==> config.mk <==
export PLATFORM = sky130hd
export DESIGN_NAME = decode_out_queue
export DESIGN_NICKNAME = d
export VERILOG_FILES = /design/src/rtl/decode_out_queue_pkg.sv /design/src/rtl/decode_out_entry_ram.sv /design/src/rtl/decode_out_queue.sv
export SDC_FILE = /design/constraint.sdc
export NUM_CORES = 1
export LEC_CHECK = 0
export ABC_AREA = 0
export BUFFER_PORTS_ARGS = -buffer_cell sky130_fd_sc_hd__buf_2
export CORE_ASPECT_RATIO = 0.7
export CORE_MARGIN = 3
export CORE_UTILIZATION = 49
export CTS_CLUSTER_SIZE = 28
export DETAILED_ROUTE_END_ITERATION = 16
export GPL_TIMING_DRIVEN = 0
export PLACE_DENSITY = 0.73
export SYNTH_ARGS = -nofsm -noshare
export SYNTH_HDL_FRONTEND = slang
export SYNTH_SLANG_ARGS = --single-unit
==> constraint.sdc <==
create_clock -name clock -period 1.8 [get_ports clock]
set_input_delay 0.27 -clock clock [delete_from_list [all_inputs] [get_ports clock]]
set_output_delay 0.27 -clock clock [all_outputs]
set_load 0.01 [all_outputs]
==> src/rtl/decode_out_queue_pkg.sv <==
// Shared types and sizing for the decode-to-execute bundle queue.
// The bundle struct is laid out MSB-first as IR, npc, E, M, W, matching the RAM word.
package decode_out_queue_pkg;

  localparam int DEF_IR_W  = 16;
  localparam int DEF_NPC_W = 16;
  localparam int DEF_E_W   = 6;
  localparam int DEF_M_W   = 1;
  localparam int DEF_W_W   = 2;
  localparam int DEF_DEPTH = 2;

  localparam int PTR_W = $clog2(DEF_DEPTH);
  localparam int CNT_W = $clog2(DEF_DEPTH + 1);

  typedef struct packed {
    logic [DEF_IR_W-1:0]  ir;
    logic [DEF_NPC_W-1:0] npc;
    logic [DEF_E_W-1:0]   e_control;
    logic [DEF_M_W-1:0]   m_control;
    logic [DEF_W_W-1:0]   w_control;
  } decode_bundle_t;

  function automatic int bundle_width(input int ir_w, input int npc_w,
                                      input int e_w, input int m_w, input int w_w);
    return ir_w + npc_w + e_w + m_w + w_w;
  endfunction

endpackage

==> src/rtl/decode_out_entry_ram.sv <==
// DEPTH x WIDTH register array: one-hot write enable, asynchronous read.
module decode_out_entry_ram #(
  parameter int DEPTH = 2,
  parameter int WIDTH = 41
) (
  input  logic                       clock,
  input  logic                       reset,
  input  logic [DEPTH-1:0]           wr_en,
  input  logic [WIDTH-1:0]           wr_data,
  input  logic [$clog2(DEPTH)-1:0]   rd_ptr,
  output logic [WIDTH-1:0]           rd_data
);

  logic [WIDTH-1:0] mem_q [DEPTH];
  logic [WIDTH-1:0] mem_d [DEPTH];

  // NOTE: start from the held value so unwritten entries never imply a latch.
  always_comb begin
    mem_d = mem_q;
    for (int i = 0; i < DEPTH; i++) begin
      if (wr_en[i]) mem_d[i] = wr_data;
    end
  end

  // NOTE: storage is cleared on reset so a stale bundle can never reappear after restart.
  always_ff @(posedge clock) begin
    if (reset) mem_q <= '{default: '0};
    else       mem_q <= mem_d;
  end

  assign rd_data = mem_q[rd_ptr];

endmodule

==> src/rtl/decode_out_queue.sv <==
// DEPTH-entry FIFO between decode and execute with valid/ready on both sides,
// flush, and the legacy enable_decode back-pressure output.
module decode_out_queue #(
  parameter int IR_W  = 16,
  parameter int NPC_W = 16,
  parameter int E_W   = 6,
  parameter int M_W   = 1,
  parameter int W_W   = 2,
  parameter int DEPTH = 2
) (
  input  logic                       clock,
  input  logic                       reset,
  input  logic                       flush,
  input  logic                       in_valid,
  output logic                       in_ready,
  output logic                       enable_decode,
  input  logic [IR_W-1:0]            IR_in,
  input  logic [NPC_W-1:0]           npc_in,
  input  logic [E_W-1:0]             E_control_in,
  input  logic [M_W-1:0]             M_control_in,
  input  logic [W_W-1:0]             W_control_in,
  output logic                       out_valid,
  input  logic                       out_ready,
  output logic [IR_W-1:0]            IR,
  output logic [NPC_W-1:0]           npc_out,
  output logic [E_W-1:0]             E_control,
  output logic [M_W-1:0]             M_control,
  output logic [W_W-1:0]             W_control,
  output logic [$clog2(DEPTH+1)-1:0] count
);
  import decode_out_queue_pkg::*;

  localparam int PTR_BITS = $clog2(DEPTH);
  localparam int CNT_BITS = $clog2(DEPTH + 1);
  localparam int BUNDLE_W = bundle_width(IR_W, NPC_W, E_W, M_W, W_W);
  localparam logic [CNT_BITS-1:0] FULL_CNT = CNT_BITS'(DEPTH);

  logic [PTR_BITS-1:0] wr_ptr_q, wr_ptr_d;
  logic [PTR_BITS-1:0] rd_ptr_q, rd_ptr_d;
  logic [CNT_BITS-1:0] cnt_q,    cnt_d;

  logic                push, pop;
  logic [DEPTH-1:0]    wr_en;
  logic [BUNDLE_W-1:0] wr_data, rd_data;

  // Ready looks only at registered occupancy, so a pop never refills in the same cycle.
  assign in_ready      = (cnt_q < FULL_CNT) && !reset;
  assign enable_decode = in_ready;
  assign out_valid     = (cnt_q != '0);
  assign count         = cnt_q;

  assign push = in_valid && in_ready;
  assign pop  = out_valid && out_ready;

  always_comb begin
    wr_ptr_d = wr_ptr_q;
    rd_ptr_d = rd_ptr_q;
    cnt_d    = cnt_q;
    if (flush) begin
      wr_ptr_d = '0;
      rd_ptr_d = '0;
      cnt_d    = '0;
    end else begin
      if (push) wr_ptr_d = wr_ptr_q + PTR_BITS'(1);
      if (pop)  rd_ptr_d = rd_ptr_q + PTR_BITS'(1);
      cnt_d = cnt_q + CNT_BITS'(push) - CNT_BITS'(pop);
    end
  end

  // NOTE: state flops use non-blocking assignments so every flop samples pre-edge values.
  always_ff @(posedge clock) begin
    if (reset) begin
      wr_ptr_q <= '0;
      rd_ptr_q <= '0;
      cnt_q    <= '0;
    end else begin
      wr_ptr_q <= wr_ptr_d;
      rd_ptr_q <= rd_ptr_d;
      cnt_q    <= cnt_d;
    end
  end

  assign wr_en   = (push && !flush) ? (DEPTH'(1) << wr_ptr_q) : '0;
  assign wr_data = {IR_in, npc_in, E_control_in, M_control_in, W_control_in};

  decode_out_entry_ram #(
    .DEPTH (DEPTH),
    .WIDTH (BUNDLE_W)
  ) u_entry_ram (
    .clock   (clock),
    .reset   (reset),
    .wr_en   (wr_en),
    .wr_data (wr_data),
    .rd_ptr  (rd_ptr_q),
    .rd_data (rd_data)
  );

  // Payload is zero whenever the head is not valid.
  assign {IR, npc_out, E_control, M_control, W_control} = out_valid ? rd_data : '0;

endmodule

==> impl_results.rst <==
.. list-table::
   :header-rows: 1

   * - Metric
     - Value
   * - Die footprint
     - about 0.0093 mm2
   * - Cell at the root of the clock tree
     - clkbuf_16
   * - Number of buffers inserted by hold repair at cts
     - 0
   * - Final GP Congestion
     - 0.845
   * - Area of the placeable core
     - 0.00761 mm2
   * - Sum Neg Setup Slack
     - 0 ns
   * - Final wirelength
     - 11900 um
   * - Number of violations reported at the end of detailed-routing iteration 0
     - between 300 and 400
   * - Wire length of the first global-routing pass
     - around 20000 um
   * - Sequential area share after synthesis
     - 42.8%
   * - Count of filler cells inserted in the layout
     - just under 700
   * - Number of placement rows
     - 26
   * - Clock network latency to the later pin of the worst-skew pair
     - 0.35 ns
   * - Count of TritonRoute iterations in the first routing pass
     - 5
   * - Detailed Place HPWL
     - 8460 um
   * - Non-filler cells, final
     - roughly 700
   * - Instance count after placement with tap cells included
     - 686
   * - Maximum net fanout on the critical path
     - 11
   * - Most common cell in the synthesized netlist
     - dfxtp_1
   * - Layout Skew
     - 0.00416 ns
   * - Fraction of final layout cells with drive strength greater than 1
     - between 20% and 30%
   * - Via count of the first global-routing pass
     - 4007
   * - Congestion Overflow GR
     - 0
   * - TritonCTS Buffers
     - 9
   * - Synthesized netlist cell count
     - 498
   * - Total routing usage reported by global routing
     - 26.4%
   * - Switching power of the nets
     - 1.05 mW
   * - Final Hold Viols
     - 0
   * - Level count of the clock H-tree
     - 3
   * - Avg Synthesized Cell Area
     - between 8 and 9 um2
   * - Part of the power in the clock network
     - about 45%
   * - CP required
     - approximately 2.1 ns
   * - Sequential group share of total power
     - 44.9%
   * - Post-synth EDFFs
     - 0
   * - Slew Limit Fails
     - 0
   * - Net count after synthesis
     - 545
   * - Number of max-cap violations
     - 0
   * - Post-synthesis cell type count
     - 31
   * - Outcome
     - finished, final reports clean
   * - Post-synth top area cell
     - dfxtp_1
   * - RSZ-0062 raised after global routing
     - true
   * - Final #Nets
     - about 650
   * - Capturing element type of the critical path
     - flop
   * - Number of diodes added for antenna fixing
     - 0
   * - Initial cell density of the core
     - between 50 and 60%
   * - Chip Height
     - 81.8 um
   * - Number of antenna violations at the first check in global routing
     - 0
   * - Worst-case clock buffer depth
     - 2
   * - Layout overhead on the synthesized area
     - 24.4%
   * - WP data arrival
     - approximately 2 ns
   * - Final Core Density
     - around two thirds
   * - Final-report setup violation count
     - 0
   * - Clock Pin Slew Worst Setup and Hold Paths
     - roughly 0.060 ns
   * - Power density normalized to cell area
     - between 800 and 900 mW/mm2
   * - Post-synthesis cell area
     - 0.00402 mm2
   * - Post-route standard cell area excluding fillers
     - roughly 0.0050 mm2
   * - Die span in x
     - 114 um
   * - Detailed-route DRC error count
     - 0
   * - Cell area after placement
     - between 0.004 and 0.005 mm2
   * - Switching Share
     - around a quarter
   * - Maximum number of pins on one net before global-route repair
     - 14
   * - Most used DFF post-synth
     - dfxtp_1
   * - Register bit total from synthesis
     - 86
   * - Class of the most critical setup path
     - reg2reg
   * - Tightest Pin Transition
     - around 0.54 ns
   * - Post-DR vias/cell
     - between 5 and 6
   * - Static leakage
     - roughly 1.8 nW
   * - Port Buffers
     - 90
   * - CTS tree
     - done
   * - Leading cell types by total area after synthesis
     - dfxtp_1 (43%), mux2i_1 (10%), nand3_1 (10%)
   * - Maximum ir drop on the vdd rail
     - 0.000649 V
   * - Class of the most critical hold timing path
     - in2reg
   * - Num Clock Sinks
     - 86
   * - I/O pins
     - 92
   * - Internal portion of total power
     - between 3 and 4 mW
   * - Async SR Flop Fraction
     - 0%
   * - Top cell types by occurrence after synthesis
     - dfxtp_1 (86), nand3_1 (83), a21oi_1 (82)
   * - Warnings from Yosys
     - 0
   * - Count of antenna-violating nets left after detailed routing
     - 0
   * - Combinational cell fraction of total power
     - 9.9%
   * - Final min period
     - around 1.8 ns
   * - Per-cell routed wire length
     - 17.0 um
   * - Slew HR
     - a little under two thirds
   * - Setup crit start kind
     - flop
   * - Upper clock frequency limit
     - around 0.57 GHz
   * - Final Cycle Share
     - a little over nine tenths
   * - Routed via count
     - around 4100
   * - Area share of the leading cell type in the synthesized netlist
     - 42.8%
==> critical path: stages (launching register included) <==
cell and delay [ns]:
dfxtp_4 0.42, o21ai_2 0.10, a221oi_2 0.25, ha_2 0.21, or4b_1 0.43, a31o_2 0.22, nand3_1 0.05
==> layer usage <==
layer  GRT usage (%)  part of all wire, %
met1            35.2                   45
met4            8.30                  1.2
met3            6.11                  8.7
met5               0                    0
met2            42.6                   45
==> cells in the final DEF, fill, tap and decap left out, drive strengths merged, types with 3 or more instances in the layout <==
cell    netlist  final
o21ai        83     83
a21oi        82     82
buf          31    123
inv           3      4
mux2i        42     42
dfxtp        86     86
clkbuf       26     39
nor2         43     43
nor3          3      3
nand3        83     83
==> power by group through the flow <==
stage	sequential [mW]	clock [mW]	combinational, mW
2_1_floorplan	2.00	0	0.255
3_5_place_dp	2.01	0	0.418
4_1_cts	1.97	2.00	0.424
3_3_place_gp	2.00	0	0.412
6_report	1.97	1.98	0.433
5_1_grt	1.97	2.08	0.472
==> layout make-up <==
cell class / instances / area, um2 / area share, %
buffer: 55 / 342 / 6.83
tap: 98 / 123 / 2.45
clock inverter: 2 / 36.3 / 0.725
timing repair buffer: 93 / 473 / 9.45
multi-input combinational: 352 / 2010 / 40.1
sequential: 86 / 1730 / 34.5
clock buffer: 14 / 284 / 5.67
inverter: 3 / 11.3 / 0.225
==> cell families (layout without fill, tap and decap cells) <==
logic type               count (synthesis)  count (layout)  share of synthesized area, %
AO/OA/AOI/OAI                          167             167                          21.2
XOR/XNOR                                 2               2                         0.436
adder cells (fa/ha/maj)                  1               1                         0.311
buffers and inverters                   60             167                          7.96
flip-flops                              86              86                          42.8
multiplexers                            42              42                          10.5
AND/OR/NAND/NOR                        140             140                          16.9
==> state kept, by name, indices dropped and copies added (netlist names) <==
signal and flops:
u_entry_ram.mem_q 82, count 2, rd_ptr_q 1, wr_ptr_q 1
==> worst paths after layout <==
kind / startpoint / to / slack, ns / cells past startpoint
max reg2reg: count[1] / count[1] / 0.05 / 6
min reg2reg: u_entry_ram.mem_q[41] / u_entry_ram.mem_q[41] / 0.48 / 2
max: count[1] / count[1] / 0.05 / 6
min: flush / count[0] / 0.13 / 2
==> through the flow <==
stage / hold slack (ns) / total power, mW / setup WS [ns]
after floorplan: 0.418 / 2.26 / 0.00515
after global placement: 0.451 / 2.42 / -0.234
after detailed placement: 0.466 / 2.42 / -0.252
after CTS: 0.122 / 4.39 / 0.0306
after global routing: 0.130 / 4.53 / -0.0303
final: 0.128 / 4.38 / 0.0493
==> timing repair <==
item | 4_1_cts | 5_1_grt
resized for setup | 18 | 5
pin swaps | 1 | 0
setup buffers | 1 | 2
endpoints found under the setup margin | 43 | 4
Note: power is estimated with default switching activity, not from simulation.
